--- src/rtl/arith_pkg.sv ---
// Shared state encodings and default width for the sequenced arithmetic blocks.
package arith_pkg;

    localparam int DEFAULT_WIDTH = 8;

    typedef enum logic [1:0] {
        ST_IDLE = 2'd0,
        ST_BUSY = 2'd1,
        ST_DONE = 2'd2
    } state_t;

endpackage

--- src/rtl/full_subtractor.sv ---
// Single-bit full subtractor cell: difference = a - b - cin, with borrow out.
module full_subtractor (
    input  logic a,
    input  logic b,
    input  logic cin,
    output logic difference,
    output logic borrow
);

    assign difference = a ^ b ^ cin;
    assign borrow     = (~a & b) | (~(a ^ b) & cin);

endmodule

--- src/rtl/serial_subtract_ctrl.sv ---
// Bit-serial a - b - bin: one full_subtractor cell is reused over WIDTH cycles, LSB first.
// Result flags are registered on entry to DONE and held until the next completed operation.
//
//   state   | meaning
//   --------+------------------------------------------------------------
//   ST_IDLE | ready for a new operation; start loads operands
//   ST_BUSY | one bit processed per edge, cnt tracks the bit index
//   ST_DONE | one-cycle done pulse; diff/bout/zero just updated
module serial_subtract_ctrl
    import arith_pkg::*;
#(
    parameter int WIDTH = DEFAULT_WIDTH
) (
    input  logic             clk,
    input  logic             rst_n,
    input  logic             start,
    input  logic [WIDTH-1:0] a,
    input  logic [WIDTH-1:0] b,
    input  logic             bin,
    output logic             ready,
    output logic             busy,
    output logic             done,
    output logic [WIDTH-1:0] diff,
    output logic             bout,
    output logic             zero
);

    localparam int CNT_W = $clog2(WIDTH);
    localparam logic [CNT_W-1:0] CNT_LAST = CNT_W'(WIDTH - 1);

    state_t             state_q, state_d;
    logic [WIDTH-1:0]   a_sh_q, a_sh_d;
    logic [WIDTH-1:0]   b_sh_q, b_sh_d;
    logic [WIDTH-1:0]   diff_sh_q, diff_sh_d;
    logic               brw_q, brw_d;
    logic [CNT_W-1:0]   cnt_q, cnt_d;
    logic [WIDTH-1:0]   diff_q, diff_d;
    logic               bout_q, bout_d;
    logic               zero_q, zero_d;

    logic               fs_diff;
    logic               fs_borrow;

    full_subtractor u_fs (
        .a          (a_sh_q[0]),
        .b          (b_sh_q[0]),
        .cin        (brw_q),
        .difference (fs_diff),
        .borrow     (fs_borrow)
    );

    always_comb begin
        state_d   = state_q;
        a_sh_d    = a_sh_q;
        b_sh_d    = b_sh_q;
        diff_sh_d = diff_sh_q;
        brw_d     = brw_q;
        cnt_d     = cnt_q;
        diff_d    = diff_q;
        bout_d    = bout_q;
        zero_d    = zero_q;

        case (state_q)
            ST_IDLE: begin
                if (start) begin
                    a_sh_d    = a;
                    b_sh_d    = b;
                    brw_d     = bin;
                    cnt_d     = '0;
                    diff_sh_d = '0;
                    state_d   = ST_BUSY;
                end
            end
            ST_BUSY: begin
                // Result bits enter at the MSB so after WIDTH shifts bit 0 sits at the LSB.
                diff_sh_d = {fs_diff, diff_sh_q[WIDTH-1:1]};
                a_sh_d    = {1'b0, a_sh_q[WIDTH-1:1]};
                b_sh_d    = {1'b0, b_sh_q[WIDTH-1:1]};
                brw_d     = fs_borrow;
                if (cnt_q == CNT_LAST) begin
                    cnt_d   = '0;
                    diff_d  = diff_sh_d;
                    bout_d  = fs_borrow;
                    zero_d  = ~|diff_sh_d;
                    state_d = ST_DONE;
                end else begin
                    cnt_d = cnt_q + CNT_W'(1);
                end
            end
            ST_DONE: begin
                state_d = ST_IDLE;
            end
            default: begin
                state_d = ST_IDLE;
            end
        endcase
    end

    always_ff @(posedge clk) begin
        if (!rst_n) begin
            state_q   <= ST_IDLE;
            a_sh_q    <= '0;
            b_sh_q    <= '0;
            diff_sh_q <= '0;
            brw_q     <= 1'b0;
            cnt_q     <= '0;
            diff_q    <= '0;
            bout_q    <= 1'b0;
            zero_q    <= 1'b0;
        end else begin
            state_q   <= state_d;
            a_sh_q    <= a_sh_d;
            b_sh_q    <= b_sh_d;
            diff_sh_q <= diff_sh_d;
            brw_q     <= brw_d;
            cnt_q     <= cnt_d;
            diff_q    <= diff_d;
            bout_q    <= bout_d;
            zero_q    <= zero_d;
        end
    end

    assign ready = (state_q == ST_IDLE);
    assign busy  = (state_q == ST_BUSY);
    assign done  = (state_q == ST_DONE);
    assign diff  = diff_q;
    assign bout  = bout_q;
    assign zero  = zero_q;

endmodule

--- config.mk ---
export PLATFORM = sky130hd
export DESIGN_NAME = serial_subtract_ctrl
export DESIGN_NICKNAME = d
export VERILOG_FILES = /design/src/rtl/arith_pkg.sv /design/src/rtl/full_subtractor.sv /design/src/rtl/serial_subtract_ctrl.sv
export SDC_FILE = /design/constraint.sdc
export NUM_CORES = 1
export LEC_CHECK = 0
export ABC_CLOCK_PERIOD_IN_PS = 1870
export CORE_MARGIN = 3
export CORE_UTILIZATION = 40
export CTS_CLUSTER_DIAMETER = 120
export DETAILED_ROUTE_END_ITERATION = 10
export SYNTH_ARGS = -nofsm -noshare
export SYNTH_HDL_FRONTEND = slang
export SYNTH_SLANG_ARGS = --single-unit
--- constraint.sdc ---
create_clock -name clk -period 1.87 [get_ports clk]
set_clock_uncertainty 0.1 [all_clocks]
set_input_delay 0.4675 -clock clk [delete_from_list [all_inputs] [get_ports clk]]
set_output_delay 0.4675 -clock clk [all_outputs]
set_load 0.02 [all_outputs]
Yosys cells after proc, flatten, opt, wreduce, memory -nomap -nowiden
Cells that the tools add are included.
{"block": "totals", "word_cells": 43, "out_inout_bits": 13, "in_bits": 20, "register_bits": 40}
{"block": "classes", "n_eq_ne": 5, "n_reduce_logical": 7, "addsub": 1, "mux": 14, "bitwise_logic": 7}
{"op": "$pmux 8 s2", "count": 3}
{"op": "$mux 8", "count": 3}
{"op": "$reduce_or 8->1", "count": 1}
{"op": "$mux 3", "count": 2}
{"op": "$pmux 3 s2", "count": 1}
{"op": "$reduce_and 2->1", "count": 3}
{"op": "$mux 2", "count": 2}
{"op": "$pmux 2 s2", "count": 1}
{"op": "$add 3x1->3 const B", "count": 1}
{"op": "$eq 3x3->1 const B", "count": 1}
{"op": "$and 1x1->1", "count": 2}
{"op": "$eq 2x1->1 const B", "count": 1}
{"op": "$eq 2x2->1 const B", "count": 1}
{"op": "$logic_not 2->1", "count": 1}
{"op": "$ne 2x1->1 const B", "count": 1}
{"op": "$ne 2x2->1 const B", "count": 1}
{"op": "$not 1->1", "count": 2}
{"op": "$pmux 1 s2", "count": 1}
{"op": "$reduce_bool 2->1", "count": 1}
{"op": "$xor 1x1->1", "count": 2}
{"op": "$logic_not 1->1", "count": 1}
{"op": "$mux 1", "count": 1}
{"op": "$or 1x1->1", "count": 1}

Depth between registers and ports, before layout
{"block": "logic_depth", "ltp_word": 5, "mapped_depth": 6, "mapped_depth_nobuf": 5}

Cells and area by module
A second synthesis with hierarchy kept.
{"block": "unflattened", "cells_unflattened": 184, "area_unflattened_um2": 1636.6}
{"mod": "serial_subtract_ctrl", "area_each_um2": 1605.3, "instances": 1, "cells_per_inst": 180, "seq_area_each_um2": 780.7}
{"mod": "full_subtractor", "area_each_um2": 31.3, "instances": 1, "cells_per_inst": 4, "seq_area_each_um2": 0.0}

Worst setup path after synthesis
Ideal clock, no wire load.
{"block": "synth_timing", "path_type": "register to output", "from": "reg state_q[1]", "to": "out done", "path_slack_ps": 312, "required_ps": 1302, "stages_incl_launch_ff": 4, "arrival_time_ps": 990, "path_buffers": 1, "cell_sequence": "dfxtp_1 inv_1 clkbuf_1 nor2_1"}
{"block": "synth_via", "elab_chain_len": 1}
{"item": "from (decl)", "line_no": "serial_subtract_ctrl.sv:31", "source": "state_t state_q, state_d;"}
{"item": "from (signal assigned)", "line_no": "serial_subtract_ctrl.sv:111", "source": "state_q <= state_d;"}
{"item": "$eq 2x2->1", "line_no": "serial_subtract_ctrl.sv:125", "source": "assign done = (state_q == ST_DONE);"}
{"item": "to (decl)", "line_no": "serial_subtract_ctrl.sv:22", "source": "output logic done,"}
No other way between the ends.

Worst setup path in the final report
{"block": "layout_timing", "from": "reg bout_q (netlist: bout)", "to": "out bout"}
{"item": "from (decl)", "line_no": "serial_subtract_ctrl.sv:38", "source": "logic bout_q, bout_d;"}
{"item": "from (signal assigned)", "line_no": "serial_subtract_ctrl.sv:118", "source": "bout_q <= bout_d;"}
{"item": "to (decl)", "line_no": "serial_subtract_ctrl.sv:24", "source": "output logic bout,"}
No word-level cell between the ends.

==> impl_metrics.tcl <==
set metrics [dict create \
    path_class "reg2out" \
    cts_buffer_depth 2 \
    antenna_left 0 \
    grt_setup_unrepaired "false" \
    cts_setup_buffers 0 \
    cts.clk_slew.worst_paths_ns 0.07 \
    io_buffers 32 \
    ys_seq_area_frac 0.492 \
    ys_types 29 \
    grt_pass1_vias 1436 \
    path_cells "clkdlybuf4s50_1" \
    areaGrowthSynthToFinish_pct 31.6 \
    ir_worst_vdd_mv 0.442 \
    root_buffer "clkbuf_8" \
    path_delay_family "buffers and inverters" \
    nets 245 \
    synthFlopType "dfxtp_1" \
    synth_top_area_share 0.492 \
    layout-drive-gt1-share 0.0987 \
    cp-start-kind "flop" \
    leakage_uw 0.000781 \
    slowest_delay_ns 0.61 \
    max_slew_margin 0.697 \
    fill_cells 366 \
    worstPathRequired_ns 1.30 \
    grt_pass1_wl_mm 6.20 \
    synth.top_cells.by_area "dfxtp_1 (49%), nor2_1 (7.1%), a21oi_1 (6.9%)" \
    place_inst 263 \
    synth_fa_ha_area_frac 0.0284 \
    grt_max_degree 20 \
    critical-path-slowest-cell "clkdlybuf4s50_1" \
    cts_tree "built" \
    postPlaceCellArea_um2 2010 \
    synth_warnings 0 \
    yosys_register_bits 39 \
    post-route-period-util 0.964 \
    synth_top_family_by_area "compound AO/OA/AOI/OAI gates" \
    path_max_fanout 2 \
    endpoint_kind "output pin" \
    rows 22 \
    num_vias 1437 \
    grt_use_met2 0.272 \
    grt_util_met3 0.0496 \
    synth_xor_area_frac 0 \
    io_pins 33 \
    cts_max_level 2 \
    fin_setup_tns_ns 0 \
    final_cell_count_no_fill 271 \
    first_iter_violations 53 \
    num_antenna_cells 0 \
    start_util 0.424 \
    power_density_nw_per_um2 799 \
    grt_antenna_before_repair 0 \
    synth_edf_count 0 \
    routed_wl_mm 3.70 \
    wl_per_cell_um 13.7 \
    async_reset_ff_frac 0 \
    min_period_ns 1.80 \
    firstDrtPassIters 4 \
    gp_congestion 0.814 \
    grt_use_total 0.157 \
    hold_violations 0 \
    outcome "finished, final reports clean" \
    die_w_um 69.0 \
    synthMuxAreaShare 0 \
    syn_area_per_cell_um2 8.68 \
    use_met1 0.183 \
    post_drt_via_cell_ratio 5.30 \
    arrival_ns 1.23 \
    fmax_mhz 555 \
    synth_area_um2 1590 \
    yosys-top-cells-count "dfxtp_1 (39), nor2_1 (30), a21oi_1 (22)" \
    hold_ws_ns 0.354 \
    busiest_layer "met2" \
    yosysMostFrequentCell "dfxtp_1" \
    dieHeight_um 69.0 \
    insertion_delay_ns 0.29 \
    numCtsBuffers 5 \
    cap_violations 0 \
    syn_nets 206 \
    syn-instance-count 183 \
    cts_sinks 39 \
    hold_path_class "reg2reg" \
    overflow 0 \
    crit_buf_inv 1 \
    finalMaxSlewViolations 0 \
    dieArea_um2 4760 \
    tightest_slew_ns 0.452 \
    dp_hpwl_mm 2.76 \
    coreArea_um2 3740 \
    fin_total_pwr_uw 1670 \
    synth_largest_area_cell "dfxtp_1" \
    drc 0 \
    synth_compound_area_frac 0.279 \
    yosys.area_share.simple 0.147 \
    finalSetupViolCount 0 \
    finalInstanceArea_um2 2090 \
]
logic make-up (layout without fill, tap and decap cells):
family	Yosys count	after routing
AOI/OAI and AO/OA	67	67
and+or+nand+nor	56	56
DFF	39	39
buffers and inverters	18	58
adders and majority gates	3	3
layout by cell type (no fill, tap or decap):
cell / n
a221oi_1: 1
a2111oi_2: 1
a21oi_1: 22
clkdlybuf4s50_1: 29
nand2b_1: 1
o21bai_2: 1
inv_1: 5
nand2_1: 17
clkbuf_1: 2
nor3_1: 1
nor2b_1: 1
ha_1: 2
a22oi_1: 10
o21ai_0: 14
clkinv_2: 1
fa_1: 1
nor2_1: 30
a32oi_1: 2
nand3_1: 1
nor4_1: 2
a211oi_1: 1
and3b_1: 1
clkbuf_8: 5
buf_4: 12
o21ba_2: 1
buf_12: 1
and3_1: 1
o22ai_1: 2
o2bb2ai_1: 12
dfxtp_1: 39
dlygate4sd2_1: 3
nand3b_1: 1
worst paths after layout:
check / slack, ns / end / start / cells past startpoint
worst min register to register: 0.35 / diff[5] / diff[5] / 2
worst max-delay path: 0.07 / bout / bout / 1
worst min-delay path: 0.35 / diff[5] / diff[5] / 2
worst max register to register: 0.27 / bout / cnt_q[0] / 5
what timing repair did:
item / 4_1_cts / 5_1_grt
gates resized for setup: 3 / 0
setup endpoints to repair: 3 / 0
hold buffers: 0 / 0
flip-flops by register name, summed over array words and instances (netlist names):
name       cells
diff           8
a_sh_q         8
zero           1
state_q        2
brw_q          1
cnt_q          3
diff_sh_q      7
b_sh_q         8
bout           1
area by class of cell:
cell class,instances,area [um^2],share of cell area
Clock inverter,1,5.00,0.00240
Sequential cell,39,781,0.374
Timing Repair Buffer,45,427,0.204
Tap cell,48,60.1,0.0287
Inverter,5,18.8,0.00898
Clock buffer,7,76.3,0.0365
Multi-Input combinational cell,126,722,0.346
per-stage QoR:
step,utilization,setup WS (ns)
6_report,0.558,0.0678
5_1_grt,0.558,0.00492
4_1_cts,0.558,0.0493
3_5_place_dp,0.537,0.0642
3_3_place_gp,0.537,0.102
2_1_floorplan,-,0.312
metal layers:
layer	part of all wire	vias to the layer above	wire length [um]
met2	0.50	39	1840
met1	0.44	668	1620
met5	0	-	0
met3	0.053	7	196
met4	0.013	0	48
li1	-	723	-
power breakdown:
part           total [uW]  internal [uW]  switching, uW  leakage (uW)
sequential            894            872           22.5      0.000319
combinational         244            121            122      0.000420
clock                 531            261            270     0.0000422
total                1670           1250            414      0.000781
No activity file was read; power rests on OpenSTA's default activity.
